==> config.mk <==
export PLATFORM = sky130hd
export DESIGN_NAME = pc_gen
export DESIGN_NICKNAME = d
export VERILOG_FILES = /design/src/rtl/pc_gen.sv
export SDC_FILE = /design/constraint.sdc
export NUM_CORES = 1
export LEC_CHECK = 0
export CAP_MARGIN = 0
export CORE_MARGIN = 10
export CORE_UTILIZATION = 48
export DETAILED_ROUTE_END_ITERATION = 12
export PLACE_DENSITY_LB_ADDON = 0.15
export SYNTH_ARGS = -nofsm -noshare
export SYNTH_HDL_FRONTEND = slang
export SYNTH_SLANG_ARGS = --single-unit
==> constraint.sdc <==
create_clock -name clk_i -period 2.13 [get_ports clk_i]
set_input_delay 0.213 -clock clk_i [delete_from_list [all_inputs] [get_ports clk_i]]
set_output_delay 0.213 -clock clk_i [all_outputs]
set_load 0.03 [all_outputs]
==> src/rtl/pc_gen.sv <==
// Program-counter unit for the fetch stage: sequential flow, branch/jump redirects,
// ready/stall handling with redirect capture. Optional return-address stack under PC_RAS_EN.
module pc_gen #(
    parameter int                  ADDR_W    = 16,
    parameter int                  DISP_W    = 8,
    parameter logic [ADDR_W-1:0]   RESET_VEC = '0,
    parameter int                  RAS_DEPTH = 4
) (
    input  logic              clk_i,
    input  logic              rst_ni,
    input  logic              stall_i,
    input  logic              jump_i,
    input  logic              branch_i,
    input  logic [DISP_W-1:0] displacement_i,
    input  logic [ADDR_W-1:0] jump_tgt_i,
    input  logic              imem_ready_i,
    input  logic              call_i,
    input  logic              ret_i,
    output logic [ADDR_W-1:0] addr_imem_o,
    output logic              addr_valid_o,
    output logic              redirect_pend_o,
    output logic              ras_empty_o,
    output logic              ras_full_o
);

    typedef enum logic {
        BOOT = 1'b0,
        RUN  = 1'b1
    } state_t;

    state_t            state_reg, state_next;
    logic [ADDR_W-1:0] pc_reg, pc_next;
    logic              pend_reg, pend_next;
    logic [ADDR_W-1:0] pend_tgt_reg, pend_tgt_next;

    logic              in_run;
    logic              adv;
    logic              live_req;
    logic [ADDR_W-1:0] disp_ext;
    logic [ADDR_W-1:0] pc_inc;
    logic [ADDR_W-1:0] branch_tgt;
    logic [ADDR_W-1:0] redir_tgt;
    logic              ret_ok;
    logic [ADDR_W-1:0] ras_top;

    assign in_run     = (state_reg == RUN);
    assign adv        = in_run & imem_ready_i & ~stall_i;
    assign disp_ext   = ADDR_W'($signed(displacement_i));
    assign pc_inc     = pc_reg + ADDR_W'(1);
    assign branch_tgt = pc_reg + disp_ext;

`ifdef PC_RAS_EN
    localparam int PTR_W = (RAS_DEPTH > 2) ? $clog2(RAS_DEPTH) : 1;

    logic [ADDR_W-1:0] ras_mem [RAS_DEPTH];
    logic [PTR_W-1:0]  sp_reg;
    logic [PTR_W:0]    cnt_reg;
    logic              push;
    logic [PTR_W-1:0]  sp_dec;
    logic [PTR_W-1:0]  wr_idx;

    assign ras_empty_o = (cnt_reg == '0);
    assign ras_full_o  = (cnt_reg == (PTR_W+1)'(RAS_DEPTH));
    assign sp_dec      = sp_reg - PTR_W'(1);
    assign ras_top     = ras_mem[sp_dec];
    assign ret_ok      = in_run & ret_i & ~ras_empty_o;
    assign push        = in_run & jump_i & call_i;
    // A simultaneous pop+push replaces the popped slot, leaving the pointer in place
    assign wr_idx      = ret_ok ? sp_dec : sp_reg;

    always_ff @(posedge clk_i) begin
        if (push) begin
            ras_mem[wr_idx] <= pc_inc;
        end
    end

    always_ff @(posedge clk_i or negedge rst_ni) begin
        if (!rst_ni) begin
            sp_reg  <= '0;
            cnt_reg <= '0;
        end else begin
            case ({ret_ok, push})
                2'b10: begin
                    sp_reg  <= sp_dec;
                    cnt_reg <= cnt_reg - (PTR_W+1)'(1);
                end
                2'b01: begin
                    // Circular: overwriting the oldest entry keeps occupancy saturated
                    sp_reg <= sp_reg + PTR_W'(1);
                    if (!ras_full_o) begin
                        cnt_reg <= cnt_reg + (PTR_W+1)'(1);
                    end
                end
                default: ;
            endcase
        end
    end
`else
    logic unused_ras;
    assign unused_ras  = ^{call_i, ret_i};
    assign ret_ok      = 1'b0;
    assign ras_top     = '0;
    assign ras_empty_o = 1'b1;
    assign ras_full_o  = 1'b0;
`endif

    assign live_req  = in_run & (ret_ok | jump_i | branch_i);
    assign redir_tgt = ret_ok ? ras_top : (jump_i ? jump_tgt_i : branch_tgt);

    always_comb begin
        state_next    = RUN;
        pc_next       = pc_reg;
        pend_next     = pend_reg;
        pend_tgt_next = pend_tgt_reg;
        if (adv) begin
            if (live_req) begin
                // A fresh redirect supersedes anything captured earlier
                pc_next   = redir_tgt;
                pend_next = 1'b0;
            end else if (pend_reg) begin
                pc_next   = pend_tgt_reg;
                pend_next = 1'b0;
            end else begin
                pc_next = pc_inc;
            end
        end else if (live_req) begin
            pend_next     = 1'b1;
            pend_tgt_next = redir_tgt;
        end
    end

    always_ff @(posedge clk_i or negedge rst_ni) begin
        if (!rst_ni) begin
            state_reg    <= BOOT;
            pc_reg       <= RESET_VEC;
            pend_reg     <= 1'b0;
            pend_tgt_reg <= '0;
        end else begin
            state_reg    <= state_next;
            pc_reg       <= pc_next;
            pend_reg     <= pend_next;
            pend_tgt_reg <= pend_tgt_next;
        end
    end

    assign addr_imem_o     = pc_reg;
    assign addr_valid_o    = in_run;
    assign redirect_pend_o = pend_reg;

endmodule

==> results.json, run 1 <==
{
  "outcome": "finished, violations left",
  "failed_checks": "negative setup slack",
  "ys_types": 54,
  "layout_commonest_cell": "buf_4",
  "worst_skew_pair.late_latency_ns": 0.30,
  "required_ns": 2.34,
  "drtAntennaViolNets": 0,
  "drive_above_1_share_pct": 30.2,
  "fmax_ghz": 0.414,
  "coreArea_um2": 5850,
  "die_h_um": 97.2,
  "rsz0062_at_grt": "yes",
  "viasPerCell": 5.91,
  "post-place-ws_ns": -0.550,
  "io_buffer_count": 47,
  "die_w_um": 97.2,
  "finish.net_count": 521,
  "fin_ws_ns": -0.288,
  "grt_pass1_wl_um": 16200,
  "skew_ns": 0.00882,
  "dr.first_iter.drc_count": 304,
  "p_leak_nw": 1.90,
  "final_util_pct": 74.1,
  "setup_tns_ns": -2.45,
  "r2r_end": "addr_imem_o[12]",
  "path_class": "register to register",
  "antenna_found_initial": 0,
  "fin_crit_sh_pct": 114,
  "ff2ff_path_depth": 10,
  "final.min_clock_period_ns": 2.42,
  "multi_input_area_um2": 2160,
  "dp_hpwl_um": 7590,
  "critPathMaxFanout": 4,
  "syn_area_um2": 2860,
  "slowest_stage": "or4_4",
  "finalInstanceArea_um2": 4340,
  "layout_common_cells": "buf_4, nand2_1, clkdlybuf4s50_1, o21ai_0, dfrtp_1",
  "yosysWarnings": 0,
  "vias": 3236,
  "drcViolationCount": 0,
  "rows": 28,
  "syn_inst": 361,
  "antenna_cells": 0,
  "avgSynthCellArea_um2": 7.92,
  "cpMostUsedCell": "a21oi_2",
  "async_reset_ff_share_pct": 100,
  "clk_pin_slew_ns": 0.08,
  "finalHoldViolations": 0,
  "synth-seq-cells": 34,
  "grt_max_degree": 35,
  "r2r-start": "addr_imem_o[0]",
  "first_pass_iters": 5,
  "worstPathArrival_ns": 2.63,
  "cts_buffer_depth": 2,
  "cts_tree": "done",
  "power.density_nw_per_um2": 1020,
  "crit_start": "addr_imem_o[0]",
  "end_kind": "register",
  "root_buffer": "clkbuf_8",
  "gr-total-overflow": 0,
  "ys_seq_area_share_pct": 29.7,
  "initial_core_util_pct": 48.9,
  "maxCapViolCount": 0,
  "setup_viol": 18,
  "cp_cell_sequence": "ha_4, fa_2, a21oi_2, nand4b_1, buf_4, a21oi_2, or4_4, nand3_2, nand2_1, a31oi_1",
  "wl_per_cell_um": 18.7,
  "synth_flop_cell": "dfrtp_1",
  "gp_congestion": 0.997,
  "h-tree-depth": 2,
  "track_usage_pct": 20.8,
  "seq_area_um2": 862,
  "ir_worst_vdd_uv": 582,
  "clock-sinks": 34,
  "placed_cell_area_um2": 3950,
  "drv_slew": 0,
  "startpoint_type": "register",
  "p_total_w": 0.00441,
  "slowest_delay_ns": 0.53,
  "grt_pass1_vias": 3220,
  "routed_wl_um": 10200,
  "synth_edf_count": 0,
  "ios": 52,
  "numCtsBuffers": 5,
  "reg2reg_slack_ns": -0.29,
  "die-area_um2": 9450,
  "holdCritPathClass": "input pin to async pin",
  "area_growth_pct": 51.6,
  "fill_cells": 443
}
repair_timing:
| item | CTS | global route |
|---|---|---|
| hold buffers | 0 | 0 |
| endpoints found under the setup margin | 18 | 24 |
| gates cloned | 0 | 0 |
| setup buffers | 9 | 3 |
| pin swaps | 21 | 19 |
| gates resized for setup | 23 | 31 |
power by group:
part           leakage, nW  internal [W]  switching, W  total [W]
clock               0.0575      0.000327      0.000247   0.000574
sequential           0.399      0.000844      0.000190    0.00103
combinational         1.44       0.00140       0.00140    0.00280
cell type report:
class | count | area share, %
clock buffer | 8 | 2.54
inverter | 8 | 0.692
multi-input combinational | 298 | 49.8
sequential | 34 | 19.9
tap | 75 | 2.16
timing repair buffer | 125 | 24.9
cells in the mapped netlist (all sizes together) (8+ instances only):
cell    count  share of area, %
ha         16               7.0
nor2       25               3.3
a21o        8               2.1
xor2       10               3.1
dfrtp      34                30
xnor2      12               3.7
a21oi      26               4.5
clkbuf     20               2.6
o21ai      43               7.5
mux2i      10               3.5
nand2      49               6.4
nand3      15               2.6
inv         8               1.0
nor3        8               1.4
per-layer routing:
metal	share of wire [%]	global-route usage, %	up-vias
met5	0	0	-
met4	4.9	12.0	0
met3	6.1	4.41	36
met2	50	35.0	154
met1	39	23.6	1529
li1	-	-	1517
logic make-up (layout without fill, tap and decap cells):
kind of cell    Yosys count  count (layout)  synth area share [%]
fa+ha+maj                17              17                  7.70
flops                    34              34                  29.7
xor+xnor                 22              22                  6.74
mux                      15              15                  5.60
buf+inv                  30             141                  4.20
compound gates          116             116                  25.5
simple gates            125             125                  20.3
other cells               2               3                 0.263
critical path, delay by kind of cell (launching register included):
family,cells,cell delay (ns)
flops,1,0.44
fa+ha+maj,2,0.52
simple gates,4,0.89
compound gates,3,0.34
buf+inv,1,0.15
how the worst max path moves through the flow:
stage | endpoint | slack [ns]
2_1_floorplan | addr_imem_o[12] | -0.19
3_3_place_gp | addr_imem_o[13] | -0.49
6_report | addr_imem_o[12] | -0.29
5_1_grt | addr_imem_o[12] | -0.40
3_5_place_dp | addr_imem_o[14] | -0.55
4_1_cts | addr_imem_o[14] | -0.21
stage by stage:
step	hold slack, ns	cells
floorplan	-0.0826	362
global placement	0.467	530
detailed placement	0.472	530
CTS	0.349	546
global route	0.374	548
finish	0.335	548
(Power assumes the default switching activity.)
==> inputs of run 2 (changes only) <==
--- a/config.mk
+++ b/config.mk
@@ -5,9 +5,10 @@
 export SDC_FILE = /design/constraint.sdc
 export NUM_CORES = 1
 export LEC_CHECK = 0
+export ABC_AREA = 1
 export CAP_MARGIN = 0
 export CORE_MARGIN = 10
-export CORE_UTILIZATION = 48
+export CORE_UTILIZATION = 49
 export DETAILED_ROUTE_END_ITERATION = 12
 export PLACE_DENSITY_LB_ADDON = 0.15
 export SYNTH_ARGS = -nofsm -noshare
==> run 2 against run 1 <==
Effect of this change:
- the run now ends clean
- final area shrank 11%
- register-to-register slack gained 0.45 ns
- utilization shrank 9.3 points
- setup slack gained 0.45 ns
- non-clock buffer count shrank 47
- clock skew shrank 0.0022 ns
- sequential power shrank 9%
- sequential cell count is the same
- fmax grew 23%
- critical path depth grew 1
- critical path type unchanged
- highest routed layer unchanged
==> results.json, run 2 <==
{
  "reg2reg_slack_ns": 0.16,
  "ir_worst_vdd_uv": 485,
  "post-place-ws_ns": -0.221,
  "area_growth_pct": 27.8,
  "routed_wl_um": 9040,
  "avgSynthCellArea_um2": 6.30,
  "startpoint_type": "register",
  "finalHoldViolations": 0,
  "r2r_end": "addr_imem_o[4]",
  "viasPerCell": 5.25,
  "ctsResizeCount": 0,
  "fin_crit_sh_pct": 92.3,
  "gp_congestion": 0.916,
  "end_kind": "register",
  "tightest_slew_ns": 0.555,
  "wl_per_cell_um": 14.5,
  "required_ns": 2.31,
  "worstPathArrival_ns": 2.15,
  "critPathMaxFanout": 3,
  "fin_ws_ns": 0.164,
  "initial_core_util_pct": 50.7,
  "outcome": "finished clean",
  "maxCapViolCount": 0,
  "setup_viol": 0,
  "root_buffer": "clkbuf_8",
  "post-cts-setup-buffer-count": 0,
  "grt_pass1_vias": 3046,
  "ios": 52,
  "synth_flop_cell": "dfrtp_1",
  "syn_inst": 477,
  "fill_cells": 537,
  "switching_power_w": 0.00146,
  "clk_pin_slew_ns": 0.07,
  "worst_skew_pair.late_latency_ns": 0.29,
  "die-area_um2": 9660,
  "holdCritPathClass": "input pin to async pin",
  "ff2ff_path_depth": 11,
  "antenna_cells": 0,
  "numCtsBuffers": 5,
  "layout_commonest_cell": "nand2_1",
  "slew_headroom_pct": 62.9,
  "cts_buffer_depth": 2,
  "r2r-start": "addr_imem_o[0]",
  "synth_common_cells": "nand2_1, inv_1, nand3_1",
  "synth-seq-cells": 34,
  "drive_above_1_share_pct": 10.9,
  "finish.net_count": 596,
  "p_clk_share_pct": 17.9,
  "die_w_um": 98.3,
  "synth_edf_count": 0,
  "clock-sinks": 34,
  "syn_area_um2": 3000,
  "layout_common_cells": "nand2_1, inv_1, nand3_1, clkdlybuf4s50_1, a21oi_1",
  "ctsHoldBuffers": 0,
  "yosysMostFrequentCell": "nand2_1",
  "die_h_um": 98.3,
  "drtAntennaViolNets": 0,
  "synth_top_area_cell": "dfrtp_1",
  "p_leak_nw": 1.98,
  "power.density_nw_per_um2": 869,
  "io_buffer_count": 47,
  "first_pass_iters": 5,
  "dr.first_iter.drc_count": 173,
  "ys_seq_area_share_pct": 28.3,
  "antenna_found_initial": 0,
  "drcViolationCount": 0,
  "hold_slack_ns": 0.336,
  "cellInternalPower_w": 0.00188,
  "skew_ns": 0.00661,
  "drv_slew": 0,
  "final_util_pct": 64.8,
  "synth_top_area_share_pct": 28.3,
  "path_class": "register to register",
  "gr-total-overflow": 0,
  "pwr-share-seq_pct": 28.0,
  "combPwrFrac_pct": 54.1,
  "grt_pass1_wl_um": 14500,
  "cts_tree": "done",
  "vias": 3271,
  "async_reset_ff_share_pct": 100,
  "h-tree-depth": 2,
  "dp_hpwl_um": 7010,
  "track_usage_pct": 17.9,
  "swShare_pct": 43.6,
  "ys_types": 34,
  "yosysWarnings": 0,
  "rows": 28,
  "coreArea_um2": 5920,
  "grt_max_degree": 35,
  "synthTopCellsByArea": "dfrtp_1, nand2_1, nand3_1",
  "fmax_ghz": 0.509,
  "final.min_clock_period_ns": 1.97
}
-- run 2: changes by cell type after synthesis, moves of 10 or more --
cell / delta
clkbuf_1: -18
a21oi_1: +10
nand3_1: +34
inv_1: +50
nand2_1: +112
o21ai_0: -18
-- run 2: cells by family (layout without fill, tap and decap cells) --
group | Yosys count | after routing | share of synthesized area (%)
other | 2 | 3 | 0.250
and+or+nand+nor | 265 | 265 | 37.8
buffers and inverters | 77 | 147 | 10.9
DFF | 34 | 34 | 28.3
AOI/OAI and AO/OA | 73 | 73 | 12.6
adders and majority gates | 17 | 17 | 7.33
muxes | 2 | 2 | 0.667
xor gates and xnor gates | 7 | 7 | 2.04
-- run 2: critical path: stages, from the launching register on --
cell	delay [ns]
dfrtp_1	0.43
ha_4	0.19
fa_2	0.35
nand2_2	0.10
nand2_1	0.05
nand2_1	0.07
nand2_2	0.06
buf_4	0.13
xnor2_1	0.14
o21ai_0	0.11
o21ai_0	0.16
nand2_1	0.06
-- run 2: metal layers --
layer	vias up	global-route usage [%]	wire [um]
met3	13	3.52	489
met2	100	31.2	4450
met5	-	0	0
li1	1673	-	-
met4	0	6.06	214
met1	1485	21.2	3890
-- run 2: how the worst max path moves through the flow --
stage                           end  depth (start not counted)               from  slack (ns)
finish               addr_imem_o[4]                         11     addr_imem_o[0]        0.16
global route         addr_imem_o[8]                         13     addr_imem_o[0]      -0.008
CTS                  addr_imem_o[8]                         13     addr_imem_o[0]        0.05
detailed placement  addr_imem_o[14]                         13  displacement_i[7]       -0.22
global placement    addr_imem_o[14]                         13  displacement_i[7]       -0.17
floorplan           pend_tgt_reg[6]                         11     addr_imem_o[0]        0.06
-- run 2: stage by stage --
stage,power [W],setup TNS [ns],cell area (um^2),instances
2_1_floorplan,0.00204,0,3010,478
3_3_place_gp,0.00267,-1.04,3700,615
3_5_place_dp,0.00272,-1.65,3700,615
4_1_cts,0.00332,0,3810,623
5_1_grt,0.00359,-0.00767,3840,623
6_report,0.00334,0,3840,623
-- run 2: layout make-up --
type / count / area [um^2] / area share, %
clock buffer: 5 / 68.8 / 1.79
sequential: 34 / 851 / 22.2
tap: 75 / 93.8 / 2.44
timing repair buffer: 78 / 703 / 18.3
inverter: 61 / 229 / 5.96
multi-input combinational: 367 / 1850 / 48.3
clock inverter: 3 / 40.0 / 1.04
-- run 2: power groups by stage --
stage / sequential (W) / clock (W) / combinational [W]
CTS: 0.000930 / 0.000608 / 0.00179
global placement: 0.000935 / 0 / 0.00174
finish: 0.000935 / 0.000598 / 0.00180
floorplan: 0.00109 / 0 / 0.000953
detailed placement: 0.000941 / 0 / 0.00177
global route: 0.000948 / 0.000625 / 0.00202
==> inputs of run 3 (changes only) <==
--- a/config.mk
+++ b/config.mk
@@ -9,6 +9,7 @@
 export CAP_MARGIN = 0
 export CORE_MARGIN = 10
 export CORE_UTILIZATION = 49
+export CTS_BUF_LIST = sky130_fd_sc_hd__clkbuf_4 sky130_fd_sc_hd__clkbuf_8 sky130_fd_sc_hd__clkbuf_16
 export DETAILED_ROUTE_END_ITERATION = 12
 export PLACE_DENSITY_LB_ADDON = 0.15
 export SYNTH_ARGS = -nofsm -noshare
==> results of run 3 <==
Same layout as run 2: the final DEF is identical, and so are final timing and power.
